$ cat config.mk
export PLATFORM = sky130hd
export DESIGN_NAME = load_store_unit
export DESIGN_NICKNAME = d
export VERILOG_FILES = /design/src/rtl/load_store_unit_pkg.sv /design/src/rtl/load_store_unit_align.sv /design/src/rtl/load_store_unit.sv
export SDC_FILE = /design/constraint.sdc
export NUM_CORES = 1
export LEC_CHECK = 0
export BUFFER_PORTS_ARGS = -buffer_cell sky130_fd_sc_hd__buf_4
export CAP_MARGIN = 20
export CORE_ASPECT_RATIO = 0.9
export CORE_UTILIZATION = 50
export CTS_CLUSTER_DIAMETER = 120
export DETAILED_ROUTE_END_ITERATION = 10
export PLACE_DENSITY = 0.86
export SYNTH_ARGS = -nofsm -noshare
export SYNTH_HDL_FRONTEND = slang
export SYNTH_HIERARCHICAL = 1
export SYNTH_SLANG_ARGS = --single-unit
$ cat constraint.sdc
create_clock -name clk -period 3.3 [get_ports clk]
set_clock_uncertainty 0.2 [all_clocks]
set_input_delay 0.33 -clock clk [delete_from_list [all_inputs] [get_ports clk]]
set_output_delay 0.33 -clock clk [all_outputs]
set_load 0.01 [all_outputs]
$ cat src/rtl/load_store_unit_pkg.sv
// Shared LSU definitions: RV32I func3 width codes, FSM state encoding, error causes.
// Pure constants, no logic.
package load_store_unit_pkg;

    localparam logic [2:0] F3_B  = 3'b000;
    localparam logic [2:0] F3_H  = 3'b001;
    localparam logic [2:0] F3_W  = 3'b010;
    localparam logic [2:0] F3_BU = 3'b100;
    localparam logic [2:0] F3_HU = 3'b101;

    localparam logic [1:0] S_IDLE = 2'd0;
    localparam logic [1:0] S_REQ  = 2'd1;
    localparam logic [1:0] S_WAIT = 2'd2;

    localparam logic [1:0] ERR_NONE    = 2'b00;
    localparam logic [1:0] ERR_MISAL   = 2'b01;
    localparam logic [1:0] ERR_ILLEGAL = 2'b10;
    localparam logic [1:0] ERR_TIMEOUT = 2'b11;

endpackage

$ cat src/rtl/load_store_unit_align.sv
// Byte-lane steering for stores, extraction/extension for loads, legality checks.
// Purely combinational (zero latency); no flow control.
module lsu_align
    import load_store_unit_pkg::*;
(
    input  logic [1:0]  i_ex_off,
    input  logic [2:0]  i_ex_func3,
    input  logic        i_ex_is_store,
    input  logic [31:0] i_ex_rs2,
    input  logic [1:0]  i_ld_off,
    input  logic [2:0]  i_ld_func3,
    input  logic [31:0] i_rdata,
    output logic [3:0]  o_wstrb,
    output logic [31:0] o_wdata,
    output logic [31:0] o_ldata,
    output logic        o_misal,
    output logic        o_illegal
);

    logic [31:0] w_shift;

    always_comb begin
        o_wstrb = 4'b0000;
        o_wdata = 32'h0;
        case (i_ex_func3)
            F3_B: begin
                o_wstrb = 4'b0001 << i_ex_off;
                o_wdata = {4{i_ex_rs2[7:0]}};
            end
            F3_H: begin
                o_wstrb = 4'b0011 << i_ex_off;
                o_wdata = {2{i_ex_rs2[15:0]}};
            end
            F3_W: begin
                o_wstrb = 4'b1111;
                o_wdata = i_ex_rs2;
            end
            default: ;
        endcase
    end

    // Stores have no unsigned variants, so BU/HU are only legal for loads.
    always_comb begin
        if (i_ex_is_store)
            o_illegal = !(i_ex_func3 == F3_B || i_ex_func3 == F3_H || i_ex_func3 == F3_W);
        else
            o_illegal = !(i_ex_func3 == F3_B  || i_ex_func3 == F3_H || i_ex_func3 == F3_W ||
                          i_ex_func3 == F3_BU || i_ex_func3 == F3_HU);
        o_misal = ((i_ex_func3 == F3_H || i_ex_func3 == F3_HU) && i_ex_off[0]) ||
                  ((i_ex_func3 == F3_W) && (i_ex_off != 2'b00));
    end

    assign w_shift = i_rdata >> {i_ld_off, 3'b000};

    always_comb begin
        case (i_ld_func3)
            F3_B:    o_ldata = {{24{w_shift[7]}}, w_shift[7:0]};
            F3_H:    o_ldata = {{16{w_shift[15]}}, w_shift[15:0]};
            F3_BU:   o_ldata = {24'h0, w_shift[7:0]};
            F3_HU:   o_ldata = {16'h0, w_shift[15:0]};
            default: o_ldata = i_rdata;
        endcase
    end

endmodule

$ cat src/rtl/load_store_unit.sv
// RV32I load/store unit: one aligned access per transaction over req/gnt/rvalid; bus held until gnt.
// Accept T -> mem_req T+1; store st_done T+2, load wb_valid one cycle after rvalid; ex_ready only in IDLE.
module load_store_unit
    import load_store_unit_pkg::*;
#(
    parameter int XLEN        = 32,
    parameter int TIMEOUT_CYC = 255
) (
    input  logic            clk,
    input  logic            rst_n,
    input  logic            ex_valid,
    output logic            ex_ready,
    input  logic [XLEN-1:0] ex_addr,
    input  logic [XLEN-1:0] ex_wdata,
    input  logic [2:0]      ex_func3,
    input  logic            ex_is_load,
    input  logic            ex_is_store,
    input  logic [4:0]      ex_rd,
    output logic            mem_req,
    output logic            mem_we,
    output logic [XLEN-1:0] mem_addr,
    output logic [3:0]      mem_wstrb,
    output logic [XLEN-1:0] mem_wdata,
    input  logic            mem_gnt,
    input  logic            mem_rvalid,
    input  logic [XLEN-1:0] mem_rdata,
    output logic            wb_valid,
    output logic [4:0]      wb_rd,
    output logic [XLEN-1:0] wb_data,
    output logic            st_done,
    output logic            lsu_err,
    output logic [1:0]      err_cause
);

    localparam int CW = 16;
    localparam logic [CW-1:0] C_TO_LAST = CW'(TIMEOUT_CYC - 1);

    logic [1:0]      r_state;
    logic            r_mem_req, r_mem_we, r_wb_valid, r_st_done, r_lsu_err;
    logic [XLEN-1:0] r_mem_addr, r_mem_wdata, r_wb_data;
    logic [3:0]      r_mem_wstrb;
    logic [4:0]      r_rd, r_wb_rd;
    logic [1:0]      r_err_cause, r_off;
    logic [2:0]      r_func3;
    logic [CW-1:0]   r_cnt;

    logic [3:0]      w_wstrb;
    logic [31:0]     w_wdata, w_ldata;
    logic            w_misal, w_illegal, w_one_op, w_timeout;

    lsu_align u_align (
        .i_ex_off      (ex_addr[1:0]),
        .i_ex_func3    (ex_func3),
        .i_ex_is_store (ex_is_store),
        .i_ex_rs2      (ex_wdata),
        .i_ld_off      (r_off),
        .i_ld_func3    (r_func3),
        .i_rdata       (mem_rdata),
        .o_wstrb       (w_wstrb),
        .o_wdata       (w_wdata),
        .o_ldata       (w_ldata),
        .o_misal       (w_misal),
        .o_illegal     (w_illegal)
    );

    assign w_one_op  = ex_is_load ^ ex_is_store;
    assign w_timeout = (TIMEOUT_CYC != 0) && (r_cnt == C_TO_LAST);

    // A gnt/rvalid in the timeout cycle is checked first, so it wins over the error.
    always_ff @(posedge clk) begin
        if (!rst_n) begin
            r_state     <= S_IDLE;
            r_mem_req   <= 1'b0;
            r_mem_we    <= 1'b0;
            r_mem_addr  <= '0;
            r_mem_wstrb <= 4'b0000;
            r_mem_wdata <= '0;
            r_wb_valid  <= 1'b0;
            r_wb_rd     <= 5'd0;
            r_wb_data   <= '0;
            r_st_done   <= 1'b0;
            r_lsu_err   <= 1'b0;
            r_err_cause <= ERR_NONE;
            r_cnt       <= '0;
            r_rd        <= 5'd0;
            r_off       <= 2'b00;
            r_func3     <= 3'b000;
        end else begin
            r_wb_valid <= 1'b0;
            r_st_done  <= 1'b0;
            r_lsu_err  <= 1'b0;
            case (r_state)
                S_IDLE: begin
                    if (ex_valid && w_one_op) begin
                        if (w_illegal) begin
                            r_lsu_err   <= 1'b1;
                            r_err_cause <= ERR_ILLEGAL;
                        end else if (w_misal) begin
                            r_lsu_err   <= 1'b1;
                            r_err_cause <= ERR_MISAL;
                        end else begin
                            r_state     <= S_REQ;
                            r_mem_req   <= 1'b1;
                            r_mem_we    <= ex_is_store;
                            r_mem_addr  <= {ex_addr[XLEN-1:2], 2'b00};
                            r_mem_wstrb <= ex_is_store ? w_wstrb : 4'b0000;
                            r_mem_wdata <= ex_is_store ? w_wdata : '0;
                            r_rd        <= ex_rd;
                            r_off       <= ex_addr[1:0];
                            r_func3     <= ex_func3;
                            r_cnt       <= '0;
                        end
                    end
                end
                S_REQ: begin
                    if (mem_gnt) begin
                        r_mem_req <= 1'b0;
                        r_cnt     <= '0;
                        if (r_mem_we) begin
                            r_st_done <= 1'b1;
                            r_state   <= S_IDLE;
                        end else begin
                            r_state   <= S_WAIT;
                        end
                    end else if (w_timeout) begin
                        r_mem_req   <= 1'b0;
                        r_lsu_err   <= 1'b1;
                        r_err_cause <= ERR_TIMEOUT;
                        r_state     <= S_IDLE;
                    end else begin
                        r_cnt <= r_cnt + 1'b1;
                    end
                end
                S_WAIT: begin
                    if (mem_rvalid) begin
                        r_wb_valid <= 1'b1;
                        r_wb_rd    <= r_rd;
                        r_wb_data  <= w_ldata;
                        r_state    <= S_IDLE;
                    end else if (w_timeout) begin
                        r_lsu_err   <= 1'b1;
                        r_err_cause <= ERR_TIMEOUT;
                        r_state     <= S_IDLE;
                    end else begin
                        r_cnt <= r_cnt + 1'b1;
                    end
                end
                default: r_state <= S_IDLE;
            endcase
        end
    end

    assign ex_ready  = (r_state == S_IDLE);
    assign mem_req   = r_mem_req;
    assign mem_we    = r_mem_we;
    assign mem_addr  = r_mem_addr;
    assign mem_wstrb = r_mem_wstrb;
    assign mem_wdata = r_mem_wdata;
    assign wb_valid  = r_wb_valid;
    assign wb_rd     = r_wb_rd;
    assign wb_data   = r_wb_data;
    assign st_done   = r_st_done;
    assign lsu_err   = r_lsu_err;
    assign err_cause = r_err_cause;

endmodule

Yosys cells after proc, flatten, opt, wreduce, memory -nomap -nowiden
Cells that the tools add are included.
Word-level totals
  register bits: 138
  input bits: 111
  output and inout port bits: 113
  logic and storage cells: 108
Operators by class
  add/sub/neg operators: 1
  equal/unequal tests: 17
  shifts and indexed selects: 3
  multiplexer cells: 43
  bitwise gates (word level): 3
  reduce and logical (&&, ||, !) cells: 25
Operators by type and width (number)
  32-bit one-hot mux with 4 select lines: 1
  16-bit 2-to-1 mux: 6
  32-bit one-hot mux with 3 select lines: 1
  16-bit one-hot mux with 3 select lines: 1
  32-bit 2-to-1 mux: 1
  32-bit by 5-bit right shift with 16-bit output: 1
  2-bit 2-to-1 mux: 13
  16-bit by 1-bit adder with 16-bit output, second input constant: 1
  16-bit by 8-bit == test with 1-bit output, second input constant: 1
  5-bit AND reduction: 3
  1-bit 2-to-1 mux: 14
  3-bit == test, second input constant: 4
  2-bit one-hot mux with 3 select lines: 2
  4-bit one-hot mux with 3 select lines: 1
  2-bit != test, second input constant: 4
  3-bit by 1-bit == test with 1-bit output, second input constant: 2
  3-bit zero test: 2
  1-bit logical OR: 6
  3-bit AND reduction: 2
  4-bit 2-to-1 mux: 1
  2-bit AND reduction: 2
  4-bit AND reduction: 1
  2-bit nonzero test: 2
  1-bit by 2-bit left shift with 4-bit output, first input constant: 1
  15 further kinds: 19

Depth between registers and ports, before layout
  depth in word-level cells: 10
  gate-level depth with buffers: 11
  mapped depth without buffers: 8

Modules after synthesis
The synthesis kept the hierarchy.
By module, submodules not included
  load_store_unit: instances 1, cells each 596, area an instance 5121.2 sq um, seq. area each 2762.6 sq um
  lsu_align: instances 1, cells each 235, area an instance 1293.7 sq um, seq. area each 0.0 sq um

Least setup slack after synthesis
OpenSTA, ideal clock, no wires.
  kind: input-to-reg
  start: input ex_func3[1]
  end: register r_cnt[13]
  library setup time: 69 ps
  arrival time: 2401 ps
  required time: 3031 ps
  setup slack: 630 ps
  cell stages on the path: 9
  path buffers: 3
  path through: clkbuf_1 clkbuf_1 o22ai_1 nor2_1 a31oi_2 or3_4 buf_6 or4_1 o21ai_1
Between the ends
  elaborated cells between the ends (all ways): 19
  classes of those cells: 6 x eq/ne; 1 x mux; 12 x reduce/logical
RTL lines
  from (decl): RTL line load_store_unit.sv:15  | input logic [2:0] ex_func3,
  3-bit by 1-bit == test with 1-bit output / 3-bit == test (equally long branches): RTL line load_store_unit_align.sv:49  | o_misal = ((i_ex_func3 == F3_H || i_ex_func3 == F3_HU) && i_ex_off[0]) ||
  1-bit logical OR: RTL line load_store_unit_align.sv:49
  1-bit logical AND: RTL line load_store_unit_align.sv:49
  1-bit logical OR (*): RTL line load_store_unit_align.sv:49
  net w_misal: RTL line load_store_unit.sv:49  | logic w_misal, w_illegal, w_one_op, w_timeout;
  2-bit != test (no source line) (*)
  5-bit AND reduction (no source line) (*)
  to (signal assigned): RTL line load_store_unit.sv:131  | r_cnt <= r_cnt + 1'b1;
  to (signal assigned): RTL line load_store_unit.sv:145  | r_cnt <= r_cnt + 1'b1;
  to (decl): RTL line load_store_unit.sv:45  | logic [CW-1:0] r_cnt;
Mark *: on every way through the listed nets, which the timed path passes. The rest lies on a longest branch.
A chain may end at the register's enable or synchronous reset.

Final worst setup path
  start: register r_state[1]
  end: register r_cnt[3]
Between the ends
  longest elaborated chain between the ends: 3
  elaborated cells between the ends (all ways): 10
  classes of those cells: 6 x eq/ne; 1 x mux; 3 x reduce/logical
Ends and longest elaborated chain
  from (decl): RTL line load_store_unit.sv:38  | logic [1:0] r_state;
  from (signal assigned): RTL line load_store_unit.sv:72  | r_state <= S_IDLE;
  from (signal assigned): RTL line load_store_unit.sv:102  | r_state <= S_REQ;
  from (signal assigned): RTL line load_store_unit.sv:121  | r_state <= S_IDLE;
  2-bit == test (tied with other cells): RTL line load_store_unit.sv:92  | case (r_state)
  2-bit != test (no source line) (tied with other cells)
  5-bit AND reduction (no source line)
Several ways; a longest one is shown, not always the timed one.

==> out/results.ini <==
[outcome]
status=completed

[clock_tree]
ctsRootBufferMaster=clkbuf_16
cts.sinks=138
post_cts_resized=0
htreeDepth=4
clkTransAtPathRegs_ns=0.06
cts_max_path_buffers=2
cts_tree=yes
cts_buffers=17
clock_latency_ns=0.42

[yosys]
syn_inst=831
async_flop_share_pct=0
synth-compound-area-share_pct=22.47
synthesis.area_um2=6415
synthAdderAreaFrac_pct=1.365
synth-simple-area-share_pct=25.12
synth_xor_area_share_pct=0.3901
synth_cell_types=58
synth_edf_count=0
avgSynthCellArea_um2=7.719
ys_ff_latch=138
seq_area_frac_synth_pct=43.07
synth_top_family_by_area=simple AND/OR/NAND/NOR gates
yosysWarnings=6
synth.mux.area_fraction_pct=3.023
yosys_most_used_dff=dfxtp_1

[placed_design]
pre_cts_slack_ns=0.4019
numPortBuffers=221
place_hpwl_mm=13.43
place_congestion=0.9919

[final_layout]
fillers=904
syn2layout_area_growth_pct=41.82
nets=1177
register_area_um2=2763
multi_input_area_um2=3377
diodes=0
drive_gt1_share_pct=26.12
post-route-util_pct=74.16

[timing]
slew-limit-headroom_pct=47.58
clock.fmax_mhz=381.2
drv_slew=0
fin_ws_ns=0.6769
rsz0062_at_grt=false
setup_viol=0
fin_crit_ns=2.623
fin_crit_sh_pct=79.49
finalHoldViolCount=0
tns_ns=0
tightest_slew_ns=0.7852

[power]
p_leak_nw=3.874
p_total_mw=4.410
peakVddDrop_v=0.0003933
power_density_nw_per_um2=484.7

[detailed_routing]
drtIter0Drc=589
firstDrtPassIters=5
wire_per_inst_um=16.65
viasPerCell=5.567
vias=6859
drc=0
postRouteWirelength_mm=20.51
ant_nets=0

[worst_setup_path]
rrSetupSlack_ns=0.68
crit_path_start_kind=flip-flop
path_max_fanout=14
rr_endpoint=r_cnt[3]$_SDFFE_PN0P_
arrival_ns=2.76
r2r-start=r_state[1]$_SDFFE_PN0P_
worst_r2r_path_depth=7
worstPathCellList=inv_1 -> ha_1 -> nor2b_1 -> o21ai_1 -> or3_4 -> or4_1 -> a21oi_1
slowest_delay_ns=0.54
cp.required_ns=3.44
cp_slowest_cell=or4_1
setup.worst_path.class=reg2reg
end_kind=flip-flop

[die]
initial_core_util_pct=52.29
die_area_um2=13290
die_y_um=109.5
core_um2=12270
rows=38
dieWidth_um=121.4
num_io_pins=224

[global_routing]
grt_max_degree=46
grt_overflow=0
grt_pass1_wl_mm=31.77
grt_usage_pct=30.76
antenna_found_initial=0
first_global_vias=6412

[hold_path]
min_path_cells=3
worstHoldPathType=in2reg
hp-start=ex_addr[0]
whs_endpoint=r_off[0]$_SDFFE_PN0P_

[job]
drv_cap=0

==> worst max-delay path, delay by kind of cell (launching register included) <==
kind / cells / cell delay (ns)
and+or+nand+nor: 3 / 1.26
adders and majority gates: 1 / 0.23
AOI/OAI and AO/OA: 2 / 0.42
DFF: 1 / 0.34
buffers and inverters: 1 / 0.10
==> flip-flops by register name, summed over array words and instances (netlist names), 2 cells and up <==
| register | flops |
|---|---|
| r_rd | 5 |
| r_off | 2 |
| mem_wstrb | 4 |
| mem_wdata | 32 |
| wb_rd | 5 |
| mem_addr | 30 |
| r_cnt | 16 |
| r_state | 2 |
| wb_data | 32 |
| r_func3 | 3 |
| err_cause | 2 |
==> where the power goes <==
part | switching [mW] | total, mW | internal (mW)
logic | 0.377 | 0.689 | 0.311
registers | 0.0403 | 1.76 | 1.72
clock network | 0.754 | 1.97 | 1.21
total | 1.17 | 4.41 | 3.24
==> cells in the final DEF, fill, tap and decap left out, types with 17 or more instances in the layout <==
cell type and instances:
buf_4 232, dlygate4sd3_1 36, a22o_1 32, nor2_1 42, clkbuf_16 17, nor2b_1 22
nand2_1 228, dfxtp_1 138, a21oi_1 133, o21ai_0 23
==> logic make-up (layout without fill, tap and decap cells) <==
logic type | after synthesis | in the layout
AO/OA/AOI/OAI | 233 | 233
XOR/XNOR | 2 | 2
adder cells (fa/ha/maj) | 7 | 7
buffers and inverters | 69 | 309
flip-flops | 138 | 138
multiplexers | 18 | 18
other | 1 | 2
AND/OR/NAND/NOR | 363 | 363
==> worst max-delay path by stage <==
| stage | from | to | slack (ns) | cells after the start |
|---|---|---|---|---|
| final | r_state[1]$_SDFFE_PN0P_ | r_cnt[3]$_SDFFE_PN0P_ | 0.68 | 7 |
| after detailed placement | ex_func3[1] | mem_wdata[4]$_SDFFE_PN0P_ | 0.40 | 9 |
| after floorplan | ex_func3[1] | r_cnt[13]$_SDFFE_PN0P_ | 0.63 | 9 |
| after global placement | ex_func3[1] | mem_wdata[22]$_SDFFE_PN0P_ | 0.47 | 9 |
| after global routing | r_state[1]$_SDFFE_PN0P_ | r_cnt[3]$_SDFFE_PN0P_ | 0.54 | 7 |
| after CTS | r_state[1]$_SDFFE_PN0P_ | r_cnt[3]$_SDFFE_PN0P_ | 0.72 | 7 |
==> layer usage <==
layer | vias to the layer above | share of wire, % | global-route usage, %
met3 | 31 | 7.8 | 7.469
li1 | 3324 | - | -
met1 | 3201 | 42 | 38.66
met4 | 0 | 2.2 | 12.26
met5 | - | 0 | 0
met2 | 303 | 48 | 50.85
==> cell usage after synthesis, types with 3 or more instances <==
| master | n | share of area, % |
|---|---|---|
| o31ai_1 | 6 | 0.70 |
| nand4_1 | 6 | 0.59 |
| and3_1 | 3 | 0.29 |
| inv_1 | 7 | 0.41 |
| o21ai_0 | 23 | 1.8 |
| or4_1 | 7 | 0.82 |
| o211a_1 | 8 | 1.2 |
| nand3_1 | 13 | 1.0 |
| nand3b_1 | 3 | 0.35 |
| nor2_1 | 44 | 2.6 |
| nand2_1 | 228 | 13 |
| and2_1 | 9 | 0.88 |
| clkbuf_1 | 50 | 2.9 |
| nor3_1 | 4 | 0.31 |
| dfxtp_1 | 138 | 43 |
| mux2i_1 | 16 | 2.5 |
| a22oi_1 | 6 | 0.70 |
| or2_2 | 3 | 0.29 |
| buf_2 | 6 | 0.47 |
| o21a_1 | 4 | 0.47 |
| a22o_1 | 32 | 4.4 |
| ha_1 | 7 | 1.4 |
| nand2b_1 | 4 | 0.39 |
| a21oi_1 | 133 | 10 |
| or3_1 | 7 | 0.68 |
| nor2b_1 | 22 | 2.1 |
| a31oi_1 | 3 | 0.29 |
==> what timing repair did <==
action	4_1_cts	5_1_grt
setup buffers	0	0
hold buffers	36	0
endpoints found under the hold margin	36	0
==> per-stage QoR <==
step,instance area (um2),hold WS (ns),cells
after global placement,8112,0.2381,1163
after floorplan,6419,0.2321,832
after CTS,9082,0.01973,1231
after detailed placement,8112,0.2442,1163
final,9097,0.02623,1232
after global routing,9097,0.03317,1232
==> layout make-up <==
| type | instances | area share, % |
|---|---|---|
| clock buffers | 18 | 4.827 |
| flip-flops and latches | 138 | 30.37 |
| clock inverters | 14 | 1.884 |
| repair buffers | 269 | 23.27 |
| well taps | 160 | 2.201 |
| multi-input cells | 625 | 37.12 |
| inverters | 8 | 0.3301 |
Power figures use the tool's default switching activity.
